File: config.mk
export PLATFORM = sky130hd
export DESIGN_NAME = pattern_input_conditioner
export DESIGN_NICKNAME = d
export VERILOG_FILES = /design/src/rtl/pattern_pkg.sv /design/src/rtl/pattern_input_conditioner_debounce_bit.sv /design/src/rtl/pattern_input_conditioner.sv
export SDC_FILE = /design/constraint.sdc
export NUM_CORES = 1
export LEC_CHECK = 0
export BUFFER_PORTS_ARGS = -buffer_cell sky130_fd_sc_hd__buf_4
export CAP_MARGIN = 0
export CORE_MARGIN = 3
export CORE_UTILIZATION = 30
export CTS_CLUSTER_DIAMETER = 80
export DETAILED_ROUTE_END_ITERATION = 16
export PLACE_DENSITY_LB_ADDON = 0.08
export SYNTH_ARGS = -nofsm -noshare
export SYNTH_HDL_FRONTEND = slang
export SYNTH_SLANG_ARGS = --single-unit
File: constraint.sdc
create_clock -name clk -period 1.8 [get_ports clk]
set_input_delay 0.09 -clock clk [delete_from_list [all_inputs] [get_ports clk]]
set_output_delay 0.09 -clock clk [all_outputs]
set_load 0.02 [all_outputs]
File: src/rtl/pattern_pkg.sv
// Shared definitions for the pattern input conditioner: input count,
// bit positions of the four pattern inputs and the symbol type.
package pattern_pkg;

  localparam int NUM_INPUTS = 4;

  localparam int SYM_I1 = 0;
  localparam int SYM_I2 = 1;
  localparam int SYM_I3 = 2;
  localparam int SYM_I4 = 3;

  typedef logic [NUM_INPUTS-1:0] symbol_t;

endpackage

File: src/rtl/pattern_input_conditioner_debounce_bit.sv
// One input bit: 2-flop synchronizer followed by a mismatch-count debouncer.
// update flags the edge on which stable will take the synchronized level.
module debounce_bit #(
  parameter int DEBOUNCE_CYCLES = 4
) (
  input  logic clk,
  input  logic reset,
  input  logic raw,
  output logic stable,
  output logic level,
  output logic update
);

  localparam int CW = $clog2(DEBOUNCE_CYCLES);
  localparam logic [CW-1:0] CNT_LAST = CW'(DEBOUNCE_CYCLES - 1);

  logic          sync1_reg;
  logic          sync2_reg;
  logic          stable_reg;
  logic [CW-1:0] cnt_reg;

  assign stable = stable_reg;
  assign level  = sync2_reg;
  assign update = (sync2_reg != stable_reg) && (cnt_reg == CNT_LAST);

  always_ff @(posedge clk) begin
    if (reset) begin
      sync1_reg  <= 1'b0;
      sync2_reg  <= 1'b0;
      stable_reg <= 1'b0;
      cnt_reg    <= '0;
    end else begin
      sync1_reg <= raw;
      sync2_reg <= sync1_reg;
      if (sync2_reg == stable_reg) begin
        cnt_reg <= '0;
      end else if (cnt_reg == CNT_LAST) begin
        stable_reg <= sync2_reg;
        cnt_reg    <= '0;
      end else begin
        cnt_reg <= cnt_reg + CW'(1);
      end
    end
  end

endmodule

File: src/rtl/pattern_input_conditioner.sv
// Debounces four pattern inputs and queues each change of the debounced
// vector as one symbol in a first-word-fall-through buffer.
module pattern_input_conditioner
  import pattern_pkg::*;
#(
  parameter int DEBOUNCE_CYCLES = 4,
  parameter int FIFO_DEPTH      = 4
) (
  input  logic                              clk,
  input  logic                              reset,
  input  logic [NUM_INPUTS-1:0]             raw_i,
  input  logic                              sym_ready,
  output logic                              sym_valid,
  output logic [NUM_INPUTS-1:0]             sym_data,
  output logic [$clog2(FIFO_DEPTH+1)-1:0]   fifo_count,
  output logic                              overflow
);

  localparam int PW   = $clog2(FIFO_DEPTH);
  localparam int CNTW = $clog2(FIFO_DEPTH + 1);

  symbol_t stable_vec;
  symbol_t level_vec;
  symbol_t update_vec;

  for (genvar gi = 0; gi < NUM_INPUTS; gi++) begin : g_bit
    debounce_bit #(
      .DEBOUNCE_CYCLES(DEBOUNCE_CYCLES)
    ) u_debounce (
      .clk    (clk),
      .reset  (reset),
      .raw    (raw_i[gi]),
      .stable (stable_vec[gi]),
      .level  (level_vec[gi]),
      .update (update_vec[gi])
    );
  end

  symbol_t         mem [FIFO_DEPTH];
  logic [PW-1:0]   wr_ptr_reg;
  logic [PW-1:0]   rd_ptr_reg;
  logic [PW-1:0]   rd_ptr_inc;
  logic [CNTW-1:0] count_reg;
  logic [CNTW-1:0] count_next;
  logic            sym_valid_reg;
  symbol_t         sym_data_reg;
  symbol_t         head_next;
  logic            overflow_reg;

  symbol_t push_data;
  logic    push;
  logic    pop;
  logic    full;
  logic    accept;
  logic    drop;

  assign sym_valid  = sym_valid_reg;
  assign sym_data   = sym_data_reg;
  assign fifo_count = count_reg;
  assign overflow   = overflow_reg;

  always_comb begin
    // Bits updating this edge contribute their new level; all others keep stable.
    push_data  = (stable_vec & ~update_vec) | (level_vec & update_vec);
    push       = |update_vec;
    pop        = sym_valid_reg && sym_ready;
    full       = (count_reg == CNTW'(FIFO_DEPTH));
    accept     = push && (!full || pop);
    drop       = push && full && !pop;
    rd_ptr_inc = rd_ptr_reg + PW'(1);

    count_next = count_reg;
    if (accept && !pop) begin
      count_next = count_reg + CNTW'(1);
    end else if (!accept && pop) begin
      count_next = count_reg - CNTW'(1);
    end

    // The head register is the registered read port of the buffer.
    head_next = sym_data_reg;
    if (pop) begin
      if (count_reg == CNTW'(1)) begin
        if (accept) begin
          head_next = push_data;
        end
      end else begin
        head_next = mem[rd_ptr_inc];
      end
    end else if (count_reg == '0 && accept) begin
      head_next = push_data;
    end
  end

  always_ff @(posedge clk) begin
    if (accept) begin
      mem[wr_ptr_reg] <= push_data;
    end
  end

  always_ff @(posedge clk) begin
    if (reset) begin
      wr_ptr_reg    <= '0;
      rd_ptr_reg    <= '0;
      count_reg     <= '0;
      sym_valid_reg <= 1'b0;
      sym_data_reg  <= '0;
      overflow_reg  <= 1'b0;
    end else begin
      if (accept) begin
        wr_ptr_reg <= wr_ptr_reg + PW'(1);
      end
      if (pop) begin
        rd_ptr_reg <= rd_ptr_inc;
      end
      count_reg     <= count_next;
      sym_valid_reg <= (count_next != '0);
      sym_data_reg  <= head_next;
      overflow_reg  <= overflow_reg | drop;
    end
  end

endmodule

==> flow_summary.ini, run 1 <==
[status]
status = finished, final reports clean

[pwr]
p_leak_nw = 1.02
vdd_drop_max_uv = 372
p_per_area_nw_per_um2 = 1040

[synthesis]
ys_ff_latch = 49
synth_area_per_cell_um2 = 12.1
synth_top_cells_by_area = dfxtp_1, edfxtp_1, ha_1
postSynth.asyncResetShare = 0
synth_most_common_cell = dfxtp_1
yosysTopAreaCell = dfxtp_1
synth-edff-count = 16
yosysWarnings = 0
ys.flop_type = dfxtp_1
syn_inst = 171
ys_seq_area_frac = 0.549
syn-num-nets = 190
yosysTopAreaCellShare = 0.318
yosysUniqueCellTypes = 32
syn_area_um2 = 2080
netlist_top_cells_count = dfxtp_1, edfxtp_1, inv_1

[placed_design]
detailedPlacementHpwl_um = 2870
place.gp.congestion = 0.714
pre_cts_ws_ns = -0.0409
dp.cells = 274
io_buffers = 15

[cts]
cts_buffer_depth = 2
postCtsSetupRepairBufs = 0
cts.sinks = 49
cts_buffers = 5
clk_root_buffer_cell = clkbuf_8
htree_levels = 2
cts_tree = built
clk-insertion-delay-late_ns = 0.30
clk_pin_slew_ns = 0.09

[routing]
drt_iter0_markers = 59
via_count = 1334
drc = 0
drt_wl_total_um = 3860
post_drt_wl_per_cell_um = 13.6
ant_nets = 0
dr.pass1.iters = 4
vias_per_cell = 4.68

[setup_path]
cp-start-kind = flop
worstPathArrival_ns = 1.98
cp-end-kind = flop
startpoint = g_bit[0].u_debounce.stable
rrSetupSlack_ns = 0.01
required_ns = 1.99
crit_end = sym_valid
r2r_end = sym_valid
r2r_start = g_bit[0].u_debounce.stable
critPathMaxFanout = 5
ff2ff_path_depth = 6
critical_path_class = reg -> reg

[timing]
relSlewSlack = 0.744
hold_violations = 0
setup_tns_ns = 0
worst_slew_pin_slew_ns = 0.373
setup_slack_ns = 0.00961
fin_skew_ns = 0.00318
setup_violations = 0
fmax_mhz = 559
fin_crit_ns = 1.79
period_share = 0.995
grt_setup_unrepaired = yes
slew_viol_final = 0

[finish]
diodes = 0
largest_reg_flops = 16
final_core_util = 0.398
nets = 226
syn2layout_area_growth_pct = 25.1
fin_cells = 285
post_route_cells_drive_above_1_share = 0.317

[floorplan]
dieArea_um2 = 7960
core_um2 = 6530
die-width_um = 89.2
die_height_um = 89.2
rows = 29
pin_count = 16
initial_core_util = 0.318

[hold_path]
hold_path_class = in -> reg
holdPathStages = 2

[global_routing]
globalRouteTotalUtil = 0.106
grt_pass1_wl_um = 6270
grt_overflow = 0
grt_start_max_net_pins = 33
antenna_found_initial = 0
grt_pass1_vias = 1303

[run]
cap_violations = 0
## final cells by class
cell class | instances | area (µm²)
multi-input combinational | 102 | 917
clock inverter | 1 | 7.51
fill | 629 | 3930
inverter | 15 | 56.3
clock buffer | 7 | 108
timing repair buffer | 34 | 263
tap | 77 | 96.3
sequential | 49 | 1150
## report_power, final
group / internal, W / switching (W) / total [W]
combinational: 0.000335 / 0.000346 / 0.000681
sequential: 0.00119 / 0.0000648 / 0.00126
clock: 0.000396 / 0.000358 / 0.000754
total: 0.00192 / 0.000769 / 0.00269
## stage by stage
step	total power, W	hold WS (ns)	cell area [µm²]
after floorplan	0.00169	0.169	2090
after global placement	0.00195	0.300	2400
after detailed placement	0.00196	0.306	2400
after CTS	0.00274	0.00484	2580
after global routing	0.00285	0.0257	2600
final	0.00269	0.0120	2600
## metal layers
layer  track usage  up-vias  wire length (µm)
met5             0        -                 0
met4        0.0433        0                59
met3        0.0267        6               186
met2         0.164       25              1820
met1         0.142      639              1800
li1              -      664                 -
## cell usage in the layout (no fill, tap or decap), types with 2 or more instances in the layout
cell type,netlist,final
ha_1,12,9
dlygate4sd3_1,0,3
ha_4,0,2
nor2b_1,8,8
o22a_4,1,2
nor4_1,4,4
mux4_2,4,4
nor4b_1,4,4
dfxtp_2,0,8
clkbuf_8,0,6
dfxtp_1,33,25
nor2_1,14,14
xnor2_1,7,5
nand2_1,8,8
o21ai_0,6,6
mux2i_1,11,10
buf_4,0,31
edfxtp_1,16,16
and2_1,6,6
a21oi_2,1,2
inv_1,15,14
xnor2_2,0,2
a21oi_1,3,2
## critical path: stages, from the launching register on
cell and delay (ns):
dfxtp_2 0.34, xnor2_2 0.15, o22a_4 0.29, a221oi_4 0.30, mux2i_2 0.31, a2111oi_4 0.06
a211o_1 0.23
## worst min path at each step
stage             start                       endpoint
2_1_floorplan     reset                  fifo_count[1]
3_3_place_gp   raw_i[0]  g_bit[0].u_debounce.sync1_reg
3_5_place_dp   raw_i[0]  g_bit[0].u_debounce.sync1_reg
4_1_cts        raw_i[2]  g_bit[2].u_debounce.sync1_reg
5_1_grt        raw_i[2]  g_bit[2].u_debounce.sync1_reg
6_report       raw_i[2]  g_bit[2].u_debounce.sync1_reg
## timing repair
| item | CTS | global route |
|---|---|---|
| endpoints found under the setup margin | 1 | 1 |
| gates resized for setup | 12 | 3 |
| hold buffers | 3 | 0 |
| endpoints found under the hold margin | 3 | 0 |
| pin swaps | 3 | 0 |
| cloned | 0 | 0 |
## kinds of logic (layout without fill, tap and decap cells)
| family | after synthesis | in the layout | share of synthesized area |
|---|---|---|---|
| adders and majority gates | 12 | 12 | 0.0723 |
| xor gates and xnor gates | 8 | 8 | 0.0337 |
| and+or+nand+nor | 48 | 48 | 0.124 |
| AOI/OAI and AO/OA | 19 | 19 | 0.0874 |
| buffers and inverters | 20 | 57 | 0.0367 |
| muxes | 15 | 15 | 0.0964 |
| DFF | 49 | 49 | 0.549 |
No activity file was read; power rests on OpenSTA's default activity.
==> inputs of run 2 (changes only) <==
--- a/config.mk
+++ b/config.mk
@@ -12,6 +12,7 @@
 export CTS_CLUSTER_DIAMETER = 80
 export DETAILED_ROUTE_END_ITERATION = 16
 export PLACE_DENSITY_LB_ADDON = 0.08
+export REMOVE_ABC_BUFFERS = 1
 export SYNTH_ARGS = -nofsm -noshare
 export SYNTH_HDL_FRONTEND = slang
 export SYNTH_SLANG_ARGS = --single-unit
==> run 2 against run 1 <==
Clock skew up 0.0082 ns. Worst setup slack better by 0.0056 ns. Cell count up 2.5%. Clock power up 0.8%. Sequential power about the same. Global-route usage up 0.69 points. Critical path type unchanged. Critical endpoint unchanged. Highest routed layer unchanged.
==> flow_summary.ini, run 2 (synthesis results as in run 1) <==
[floorplan]
die_height_um = 89.2
core_um2 = 6530
rows = 29
dieArea_um2 = 7960
die-width_um = 89.2
pin_count = 16
initial_core_util = 0.318

[cts]
cts_buffers = 5
clk_pin_slew_ns = 0.09
cts_tree = built
htree_levels = 2
cts_buffer_depth = 2
cts.sinks = 49
clk-insertion-delay-late_ns = 0.30
clk_root_buffer_cell = clkbuf_8

[finish]
layout_common_cells = buf_4, dfxtp_1, edfxtp_1
nFillCells = 643
largest_reg_flops = 16
layout_commonest_cell = buf_4
fin_cells = 292
post_route_cells_drive_above_1_share = 0.377
nets = 233
syn2layout_area_growth_pct = 29.5
final_cell_area_um2 = 2690
diodes = 0

[timing]
hold_violations = 0
worst_slew_pin_slew_ns = 0.440
slew_viol_final = 0
setup_violations = 0
relSlewSlack = 0.705
fin_crit_ns = 1.78
grt_setup_unrepaired = yes
period_share = 0.992
fin_skew_ns = 0.0114
fmax_mhz = 560

[global_routing]
globalRouteTotalUtil = 0.113
grt_pass1_wl_um = 6680
grt_overflow = 0
grt_pass1_vias = 1335
grt_start_max_net_pins = 33
antenna_found_initial = 0

[pwr]
vdd_drop_max_uv = 440
p_per_area_nw_per_um2 = 1010
p_leak_nw = 1.07
fin_total_pwr_w = 0.00273

[setup_path]
cp-end-kind = flop
startpoint = g_bit[2].u_debounce.stable
critPathMaxFanout = 5
r2r_start = g_bit[2].u_debounce.stable
critical_path_class = reg -> reg
cp-start-kind = flop
ff2ff_path_depth = 6
worstPathArrival_ns = 1.98
required_ns = 2.00

[placed_design]
detailedPlacementHpwl_um = 2950
place_area_um2 = 2400
dp.cells = 276
place.gp.congestion = 0.775
io_buffers = 15

[routing]
drt_iter0_markers = 29
post_drt_wl_per_cell_um = 13.8
ant_nets = 0
vias_per_cell = 4.64
drc = 0
dr.pass1.iters = 4
via_count = 1356
drt_wl_total_um = 4030

[hold_path]
holdPathStages = 2
hold_path_class = in -> reg
holdCritStartpoint = raw_i[2]

[status]
status = finished, final reports clean

[run]
cap_violations = 0
[run 2: cell type report]
type | count | area (µm²) | share of cell area
clock buffer | 8 | 111 | 0.0414
timing repair buffer | 41 | 315 | 0.117
inverter | 15 | 56.3 | 0.0209
sequential | 49 | 1150 | 0.430
multi-input combinational | 102 | 955 | 0.355
tap | 77 | 96.3 | 0.0358
[run 2: path summary, 6_finish.rpt]
path | endpoint | slack, ns
max reg2reg | sym_valid | 0.02
min reg2reg | g_bit[1].u_debounce.cnt_reg[0] | 0.41
max | sym_valid | 0.02
min | g_bit[2].u_debounce.sync1_reg | 0.009
[run 2: per-layer routing]
layer,vias to the layer above,share of wire,global-route usage,wire (µm)
li1,680,-,-,-
met1,645,0.47,0.148,1890
met2,24,0.47,0.181,1900
met3,7,0.042,0.0313,169
met4,0,0.020,0.0379,79
met5,-,0,0,0
[run 2: what timing repair did]
action | 4_1_cts | 5_1_grt
pin swaps | 7 | 3
endpoints found under the hold margin | 3 | 0
endpoints found under the setup margin | 15 | 16
hold buffers | 3 | 0
gates resized for setup | 23 | 7
buffers inserted | 4 | 1
[run 2: report_power, final]
part           internal (W)  leakage (nW)  switching (W)  total (W)
Combinational      0.000343         0.591       0.000381   0.000724
Sequential          0.00119         0.422      0.0000484    0.00124
Clock              0.000398        0.0566       0.000362   0.000760
[run 2: worst max-delay path, stage by stage, from the launching register on]
cell	delay (ns)
dfxtp_2	0.35
xnor2_2	0.15
o22a_4	0.28
a221oi_4	0.29
mux2i_2	0.30
a2111oi_4	0.06
a211o_1	0.24
[run 2: metrics by stage]
stage	hold WS (ns)	setup TNS (ns)	worst slack, ns	util
CTS	0.00334	-0.00549	-0.00549	0.406
floorplan	0.162	-0.720	-0.0428	-
global route	0.0269	-0.0441	-0.0441	0.412
detailed placement	0.312	-0.0689	-0.0375	0.368
global placement	0.300	0	0.0134	0.368
finish	0.00936	0	0.0152	0.412
==> inputs of run 3 (changes only) <==
--- a/config.mk
+++ b/config.mk
@@ -13,6 +13,7 @@
 export DETAILED_ROUTE_END_ITERATION = 16
 export PLACE_DENSITY_LB_ADDON = 0.08
 export REMOVE_ABC_BUFFERS = 1
+export SLEW_MARGIN = 25
 export SYNTH_ARGS = -nofsm -noshare
 export SYNTH_HDL_FRONTEND = slang
 export SYNTH_SLANG_ARGS = --single-unit
==> constraint.sdc (replaced) <==
create_clock -name clk -period 1.52 [get_ports clk]
set_input_delay 0.076 -clock clk [delete_from_list [all_inputs] [get_ports clk]]
set_output_delay 0.076 -clock clk [all_outputs]
set_load 0.02 [all_outputs]
==> run 3 against run 2 <==
The flow now finishes with violations (negative setup slack). Power rose by 25%. Final area rose by 9.9%. Clock-buffer cell count fell by 2. Via count rose by 5.5%. Critical endpoint unchanged. Largest power group unchanged.
==> flow_summary.ini, run 3 (synthesis results as in run 1) <==
[status]
status = complete, but fails checks
violations = negative setup slack

[finish]
nFillCells = 619
fin_cells = 305
diodes = 0
layout_commonest_cell = buf_4
post_route_cells_drive_above_1_share = 0.447
largest_reg_flops = 16
syn2layout_area_growth_pct = 42.3
final_core_util = 0.452
nets = 246
layout_common_cells = buf_4, dfxtp_1, edfxtp_1

[setup_path]
critPathMaxFanout = 3
required_ns = 1.71
path_cells = ha_4 -> inv_2 -> o22a_4 -> a221oi_4 -> mux2i_2 -> a2111oi_4 -> a211o_1
crit_path_max_incr_delay_ns = 0.37
ff2ff_path_depth = 7
cp-end-kind = flop
r2r_end = sym_valid
cpLargestDelayFamily = compound AO/OA/AOI/OAI gates
crit_slowest_cell = dfxtp_2
worstPathArrival_ns = 2.01
cp-start-kind = flop
rrSetupSlack_ns = -0.30
r2r_start = g_bit[2].u_debounce.cnt_reg[0]
critical_path_class = reg -> reg
cp_num_buf_inv = 1

[global_routing]
grt_overflow = 0
globalRouteTotalUtil = 0.120
grt_pass1_vias = 1472
antenna_found_initial = 0
grt_pass1_wl_um = 7250
grt_start_max_net_pins = 33

[hold_path]
min_to = sym_data[2]
hold_path_class = in -> reg
holdCritStartpoint = reset
holdPathStages = 2

[routing]
via_count = 1430
dr.pass1.iters = 4
drc = 0
drt_wl_total_um = 4420
ant_nets = 0
vias_per_cell = 4.69
drt_iter0_markers = 68
post_drt_wl_per_cell_um = 14.5

[run]
cap_violations = 0

[cts]
clk-insertion-delay-late_ns = 0.30
clk_root_buffer_cell = clkbuf_8
cts.sinks = 49
cts_buffer_depth = 2
cts_buffers = 5
htree_levels = 2
clk_pin_slew_ns = 0.10
cts_tree = built

[floorplan]
pin_count = 16
dieArea_um2 = 7960
die-width_um = 89.2
core_um2 = 6530
initial_core_util = 0.318
rows = 29
die_height_um = 89.2

[placed_design]
dp.cells = 286
detailedPlacementHpwl_um = 3120
io_buffers = 15
place.gp.congestion = 0.810

[timing]
slew_viol_final = 0
period_share = 1.20
setup_violations = 26
fmax_mhz = 549
fin_crit_ns = 1.82
fin_skew_ns = 0.00779
grt_setup_unrepaired = yes
relSlewSlack = 0.746
worst_slew_pin_slew_ns = 0.380
setup_slack_ns = -0.301
hold_violations = 0

[pwr]
power_frac_seq = 0.430
switching_share = 0.304
fin_total_pwr_w = 0.00342
vdd_drop_max_uv = 418
p_leak_nw = 1.16
clkPwrFrac = 0.255
p_per_area_nw_per_um2 = 1160
p_switching_w = 0.00104
p_int_w = 0.00238
p_comb_frac = 0.315
-- run 3: metrics by stage --
stage               hold slack [ns]  area, µm²  setup TNS [ns]  setup slack, ns
floorplan                     0.148       2060           -6.50           -0.323
global placement              0.288       2500           -5.72           -0.272
detailed placement            0.292       2500           -5.84           -0.380
CTS                           0.173       2870           -4.38           -0.296
global route                  0.174       2960           -6.34           -0.364
finish                        0.172       2960           -5.04           -0.301
-- run 3: power groups by stage --
stage                     Clock [W]  Sequential [W]  Combinational, W
after floorplan                   0         0.00156          0.000409
after global placement            0         0.00150          0.000901
after detailed placement          0         0.00150          0.000916
after CTS                  0.000908         0.00147           0.00104
after global routing       0.000959         0.00148           0.00117
final                      0.000873         0.00147           0.00108
-- run 3: routing by layer --
layer | vias to the layer above | GRT usage | part of all wire
met5 | - | 0 | 0
met4 | 0 | 0.0365 | 0.0095
met3 | 5 | 0.0323 | 0.034
met2 | 20 | 0.204 | 0.51
met1 | 699 | 0.148 | 0.45
li1 | 706 | - | -
-- run 3: how the worst max path moves through the flow --
stage,startpoint,end,depth (start not counted)
after floorplan,fifo_count[0],mem[0][0],6
after global placement,g_bit[0].u_debounce.cnt_reg[0],sym_valid,8
after detailed placement,g_bit[2].u_debounce.cnt_reg[0],sym_valid,7
after CTS,g_bit[0].u_debounce.cnt_reg[0],sym_valid,7
after global routing,g_bit[2].u_debounce.cnt_reg[0],sym_valid,7
final,g_bit[2].u_debounce.cnt_reg[0],sym_valid,7
-- run 3: timing repair --
action	CTS	global route
buffers inserted	4	3
setup endpoints to repair	26	26
pin swaps	6	3
endpoints found under the hold margin	4	0
resized for setup	42	13
hold buffers	4	0
-- run 3: layout make-up --
cell class	instances	area, µm²	area share
clock buffer	6	93.8	0.0318
sequential	49	1150	0.389
timing repair buffer	54	492	0.166
tap	77	96.3	0.0326
inverter	15	56.3	0.0191
multi-input combinational	102	1050	0.355
clock inverter	2	16.3	0.00550
